==> src/rtl/skinny_sbox_layer_sched.sv <==
// skinny_sbox_layer_sched
//
// Runs one SubCells layer (16 bytes) of a 2-share masked SKINNY-128 state through
// a single shared, non-pipelined masked 8-bit S-box. Each byte takes one ISSUE cycle,
// which waits for fresh randomness from the PRNG, plus SBOX_LAT WAIT cycles. The
// output shares are then written back into the internal share registers.
// The two shares are never combined anywhere in this block.
//
// Ports:
//   clk, rst_n            clock (rising edge), asynchronous active-low reset
//   start                 begin a layer (sampled only while idle)
//   st_in_0/1   [127:0]   input state shares; byte i = bits [8i+7:8i]
//   busy                  high while bytes are being issued or waited on
//   done                  one-cycle pulse; st_out_0/1 are valid from then on
//   st_out_0/1  [127:0]   substituted shares, held until the next layer completes
//   rnd [RW-1:0], rnd_valid, rnd_ready   PRNG handshake
//   sb_si_0/1   [7:0]     registered S-box input shares
//   sb_r        [75:0]    registered S-box randomness
//   sb_so_0/1   [7:0]     S-box output shares
//
// Optional build macro SKINNY_SCHED_REMASK_EN: widens rnd to 84 bits. rnd[83:76]
// becomes a refresh mask m that is XORed into both output shares on capture.

module skinny_sbox_layer_sched #(
  parameter int unsigned SBOX_LAT = 2,
`ifdef SKINNY_SCHED_REMASK_EN
  localparam int unsigned RW = 84
`else
  localparam int unsigned RW = 76
`endif
) (
  input  logic          clk,
  input  logic          rst_n,
  input  logic          start,
  input  logic [127:0]  st_in_0,
  input  logic [127:0]  st_in_1,
  output logic          busy,
  output logic          done,
  output logic [127:0]  st_out_0,
  output logic [127:0]  st_out_1,
  input  logic [RW-1:0] rnd,
  input  logic          rnd_valid,
  output logic          rnd_ready,
  output logic [7:0]    sb_si_0,
  output logic [7:0]    sb_si_1,
  output logic [75:0]   sb_r,
  input  logic [7:0]    sb_so_0,
  input  logic [7:0]    sb_so_1
);

  localparam int unsigned CntW = 3;

  typedef enum logic [1:0] {StIdle, StIssue, StWait, StDone} state_e;

  state_e         state_q, state_d;
  logic [127:0]   sh0_q, sh0_d, sh1_q, sh1_d;
  logic [3:0]     idx_q, idx_d;
  logic [CntW-1:0] cnt_q, cnt_d;
  logic [7:0]     si0_q, si0_d, si1_q, si1_d;
  logic [75:0]    sbr_q, sbr_d;
  logic           done_q, done_d;
  logic [127:0]   out0_q, out0_d, out1_q, out1_d;
  logic [7:0]     cap0, cap1;
  logic [6:0]     bsel;

  assign bsel = {idx_q, 3'b000};

`ifdef SKINNY_SCHED_REMASK_EN
  logic [7:0] m_q, m_d;

  // The same mask on both shares leaves the unshared value unchanged.
  always_comb begin
    cap0 = sb_so_0 ^ m_q;
    cap1 = sb_so_1 ^ m_q;
  end
`else
  always_comb begin
    cap0 = sb_so_0;
    cap1 = sb_so_1;
  end
`endif

  // State register
  always_ff @(posedge clk or negedge rst_n) begin
    if (!rst_n) begin
      state_q <= StIdle;
    end else begin
      state_q <= state_d;
    end
  end

  // Next-state logic
  always_comb begin
    state_d = state_q;
    unique case (state_q)
      StIdle:  if (start) state_d = StIssue;
      StIssue: if (rnd_valid) state_d = StWait;
      StWait: begin
        if (cnt_q == '0) state_d = (idx_q == 4'd15) ? StDone : StIssue;
      end
      StDone:  state_d = StIdle;
      default: state_d = StIdle;
    endcase
  end

  // Output logic
  always_comb begin
    busy      = 1'b0;
    rnd_ready = 1'b0;
    unique case (state_q)
      StIssue: begin
        busy      = 1'b1;
        rnd_ready = 1'b1;
      end
      StWait:  busy = 1'b1;
      default: ;
    endcase
  end

  // Datapath next-state
  always_comb begin
    sh0_d  = sh0_q;
    sh1_d  = sh1_q;
    idx_d  = idx_q;
    cnt_d  = cnt_q;
    si0_d  = si0_q;
    si1_d  = si1_q;
    sbr_d  = sbr_q;
    done_d = 1'b0;
    out0_d = out0_q;
    out1_d = out1_q;
`ifdef SKINNY_SCHED_REMASK_EN
    m_d    = m_q;
`endif
    unique case (state_q)
      StIdle: begin
        if (start) begin
          sh0_d = st_in_0;
          sh1_d = st_in_1;
          idx_d = 4'd0;
        end
      end
      StIssue: begin
        // sb_* only move on an accepted handshake, so every byte gets its own randomness.
        if (rnd_valid) begin
          si0_d = sh0_q[bsel +: 8];
          si1_d = sh1_q[bsel +: 8];
          sbr_d = rnd[75:0];
`ifdef SKINNY_SCHED_REMASK_EN
          m_d   = rnd[83:76];
`endif
          cnt_d = CntW'(SBOX_LAT - 1);
        end
      end
      StWait: begin
        if (cnt_q != '0) begin
          cnt_d = cnt_q - 1'b1;
        end else begin
          sh0_d[bsel +: 8] = cap0;
          sh1_d[bsel +: 8] = cap1;
          if (idx_q != 4'd15) idx_d = idx_q + 4'd1;
        end
      end
      StDone: begin
        done_d = 1'b1;
        out0_d = sh0_q;
        out1_d = sh1_q;
      end
      default: ;
    endcase
  end

  always_ff @(posedge clk or negedge rst_n) begin
    if (!rst_n) begin
      sh0_q  <= '0;
      sh1_q  <= '0;
      idx_q  <= '0;
      cnt_q  <= '0;
      si0_q  <= '0;
      si1_q  <= '0;
      sbr_q  <= '0;
      done_q <= 1'b0;
      out0_q <= '0;
      out1_q <= '0;
`ifdef SKINNY_SCHED_REMASK_EN
      m_q    <= '0;
`endif
    end else begin
      sh0_q  <= sh0_d;
      sh1_q  <= sh1_d;
      idx_q  <= idx_d;
      cnt_q  <= cnt_d;
      si0_q  <= si0_d;
      si1_q  <= si1_d;
      sbr_q  <= sbr_d;
      done_q <= done_d;
      out0_q <= out0_d;
      out1_q <= out1_d;
`ifdef SKINNY_SCHED_REMASK_EN
      m_q    <= m_d;
`endif
    end
  end

  assign done     = done_q;
  assign st_out_0 = out0_q;
  assign st_out_1 = out1_q;
  assign sb_si_0  = si0_q;
  assign sb_si_1  = si1_q;
  assign sb_r     = sbr_q;

endmodule

==> config.mk <==
export PLATFORM = sky130hd
export DESIGN_NAME = skinny_sbox_layer_sched
export DESIGN_NICKNAME = d
export VERILOG_FILES = /design/src/rtl/skinny_sbox_layer_sched.sv
export SDC_FILE = /design/constraint.sdc
export NUM_CORES = 1
export LEC_CHECK = 0
export CORE_AREA = 4 4 268 270
export DETAILED_ROUTE_END_ITERATION = 10
export DIE_AREA = 0 0 272 274
export GPL_TIMING_DRIVEN = 0
export PLACE_DENSITY = 0.68
export SYNTH_ARGS = -nofsm -noshare
export SYNTH_HDL_FRONTEND = slang
export SYNTH_SLANG_ARGS = --single-unit
export TNS_END_PERCENT = 20
==> constraint.sdc <==
create_clock -name clk -period 3.64 [get_ports clk]
set_input_delay 0.728 -clock clk [delete_from_list [all_inputs] [get_ports clk]]
set_output_delay 0.728 -clock clk [all_outputs]
set_load 0.05 [all_outputs]
==> results.toml <==
[power_and_ir_drop]
p_sw_share_pct = 47.4
power_density_nw_per_um2 = 1180
switchingPower_uw = 21200
power.share.sequential_pct = 29.4
power.total_uw = 44700
power_frac_clock_pct = 16.0
pwr-share-comb_pct = 54.6
p_int_uw = 23500
p_leak_uw = 0.0152
ir_worst_vdd_uv = 603

[worst_setup_path]
worstReg2RegEnd = "sh1_q[84]$_DFFE_PN0P_"
crit_chain = "buf_2 > inv_1 > ha_1 > or2_2 > o211ai_1 > nand4_1 > clkbuf_1 > o2bb2ai_1 > mux2_2"
slowest_delay_ns = 0.56
crit_type = "flop to flop"
cp_num_cells = 9
critPathTopFamily = "simple AND/OR/NAND/NOR gates"
reg2reg_slack_ns = -0.006
r2r_start = "idx_q[0]$_DFFE_PN0P_"
crit_start = "idx_q[0]$_DFFE_PN0P_"
crit_path_start_kind = "flop"
cp_max_fo = 10
cp_num_buf_inv = 3
crit_arrival_ns = 4.20
cp-end-kind = "flop"
endpoint = "sh1_q[84]$_DFFE_PN0P_"
cp_slowest_cell = "nand4_1"
worstPathRequired_ns = 4.20
worst-r2r-cell-count = 9

[detailed_routing]
wl_per_cell_um = 32.9
drcViolationCount = 0
drtAntennaViolNets = 0
drt_wl_total_mm = 130
num_vias = 23339
drtIter0Drc = 2059
viasPerCell = 5.90
dr.pass1.iters = 5

[floorplan]
dieArea_um2 = 74500
rows = 97
start_util_pct = 39.1
core_area_um2 = 69500
die_w_um = 272
io_pins = 703
die_h_um = 274

[timing]
final.min_clock_period_ns = 3.65
tightestPinTransition_ns = 1.34
relSlewSlack_pct = 10.6
rsz0062_at_grt = "true"
fin_skew_ns = 0.0225
fmax_ghz = 0.274
slew_violations = 0
post-route-period-util_pct = 100
setup_slack_ns = -0.00558
final-hold-violation-count = 0
setup_viol = 1

[synthesis]
syn_inst = 2184
synth_top_area_share_pct = 56.5
async_flop_share_pct = 100
syn_area_um2 = 27200
synth_top_cell_by_area = "dfrtp_1"
syn_nets = 2547
yosys_register_bits = 614
avgSynthCellArea_um2 = 12.5
ys_types = 55
synth-edff-count = 0
synth_ff_type = "dfrtp_1"
yosysSeqAreaShare_pct = 56.5
ys_top_cells_by_area = "dfrtp_1, mux2_2, mux2i_1, a221o_1, nor2_1"
synth_warnings = 0

[clock_network]
h-tree-depth = 3
cts_tree = "built"
cts_sinks = 614
cts_made_buffers = 68
root_buffer = "clkbuf_16"
clock_latency_ns = 0.62
cts_buffer_depth = 3
clk_pin_slew_ns = 0.07

[worst_hold_path]
hold_class = "primary input to asynchronous set/reset pin"

[flow_run]
max_cap_violations = 0

[placed_design]
port_buffers = 696
place.detailed.hpwl_mm = 101
place_inst = 3825
gp_routability_congestion = 0.967

[grt]
grt_pass1_vias = 24305
overflow = 0
grt_max_degree = 125
grt_pass1_wl_mm = 180
track_usage_pct = 33.7
antenna_found_initial = 10

[cells_and_area]
final_nets = 3318
fin_cells = 3955
drive_gt1_share_pct = 19.8
area_growth_pct = 39.2
n_fill_cell = 6019

[run_status]
violations = "setup timing"
status = "finished with violations"
==> worst register-to-register path: stages (launching register included) <==
cell and delay (ns):
dfrtp_1 0.48, buf_2 0.26, inv_1 0.20, ha_1 0.36, or2_2 0.37, o211ai_1 0.40, nand4_1 0.56, clkbuf_1 0.47
o2bb2ai_1 0.29, mux2_2 0.18
==> routing by layer <==
metal	vias to the layer above	part of all wire, %	GRT usage (%)
met1	12022	38	41.2
met4	8	5.0	15.5
li1	9620	-	-
met5	-	0.042	0
met2	1390	48	56.9
met3	299	8.8	7.91
==> timing repair <==
item / in CTS / in global routing
hold buffers: 0 / 0
setup buffers: 0 / 1
endpoints found under the hold margin: 0 / 0
endpoints found under the setup margin: 55 / 83
gates resized for setup: 9 / 13
==> worst min-delay path by stage <==
stage,endpoint,slack (ns),cells past startpoint
after detailed placement,sb_r[71]$_DFFE_PN0P_,0.49,1
after CTS,sb_r[73]$_DFFE_PN0P_,0.1,1
after floorplan,cnt_q[0]$_DFFE_PN0P_,0.43,0
after global routing,sb_r[73]$_DFFE_PN0P_,0.16,1
after global placement,cnt_q[1]$_DFFE_PN0P_,0.48,1
final,sb_r[44]$_DFFE_PN0P_,0.12,1
==> synthesized netlist by cell type (16+ instances only) <==
cell type / count
nor4_1: 17
nor2b_1: 16
a32oi_1: 16
mux2_2: 407
nand2_1: 65
nor3_1: 76
a221o_1: 84
nor2_1: 221
buf_2: 34
inv_1: 20
mux2i_1: 131
o2bb2ai_1: 69
clkbuf_1: 114
o22ai_1: 105
dfrtp_1: 614
o21ai_0: 39
==> flip-flops by register name, indices dropped and copies added (netlist names), 2 cells and up <==
register and count:
sh0_q 128, sh1_q 128, st_out_0 128, st_out_1 128, sb_r 76, sb_si_0 8
sb_si_1 8, idx_q 4, cnt_q 3, state_q 2
==> power by group through the flow <==
stage,Combinational [µW],Sequential (µW),Clock (µW)
2_1_floorplan,8860,18700,0
3_3_place_gp,23800,13100,0
3_5_place_dp,24200,13100,0
4_1_cts,24300,13000,7220
5_1_grt,25300,13400,7500
6_report,24400,13100,7160
==> per-stage QoR <==
stage / setup slack (ns) / util [%] / setup TNS, ns / instance area [µm²] / hold slack, ns
floorplan: 0.938 / - / 0 / 27200 / 0.432
global placement: -25.02 / 50.8 / - / 35300 / 0.482
detailed placement: -0.369 / 51.0 / -7.65 / 35500 / 0.494
CTS: 0.0347 / 54.4 / 0 / 37800 / 0.0979
global route: -0.0540 / 54.5 / -0.468 / 37900 / 0.155
finish: -0.00558 / 54.5 / -0.00558 / 37900 / 0.120
==> layout by cell type (no fill, tap or decap), types with 10 or more instances in the layout <==
cell / Yosys / routed
ha_1: 11 / 11
a32oi_1: 16 / 16
o22ai_1: 105 / 105
nor3_1: 76 / 75
buf_1: 10 / 10
a21oi_1: 14 / 14
nand2_1: 65 / 65
buf_2: 34 / 35
clkbuf_8: 0 / 18
a221o_1: 84 / 84
nor2b_1: 16 / 16
inv_1: 20 / 20
nor4_1: 17 / 17
nand3_1: 14 / 10
mux2_2: 407 / 407
clkbuf_16: 0 / 70
mux2i_1: 131 / 131
clkdlybuf4s50_1: 0 / 695
clkbuf_1: 114 / 122
dfrtp_1: 614 / 614
o2bb2ai_1: 69 / 69
o21ai_0: 39 / 39
nor2_1: 221 / 221
==> cell type report <==
| cell class | count | area (µm²) | share of cell area, % |
|---|---|---|---|
| diodes | 6 | 15.0 | 0.0396 |
| plain buffers | 162 | 678 | 1.79 |
| clock buffers | 103 | 2060 | 5.43 |
| clock inverters | 21 | 244 | 0.644 |
| inverters | 20 | 75.1 | 0.198 |
| multi-input cells | 1387 | 11200 | 29.4 |
| flip-flops and latches | 614 | 15400 | 40.6 |
| well taps | 940 | 1180 | 3.11 |
| repair buffers | 702 | 7120 | 18.8 |
==> cell families (layout without fill, tap and decap cells) <==
group,Yosys count,after routing,share of synthesized area (%)
AO/OA/AOI/OAI,383,383,11.1
XOR/XNOR,1,1,0.0322
adder cells (fa/ha/maj),11,11,0.506
buffers and inverters,183,1008,2.75
flip-flops,614,614,56.5
multiplexers,538,538,21.7
other,0,6,0
AND/OR/NAND/NOR,454,454,7.48
(Power assumes the default switching activity.)
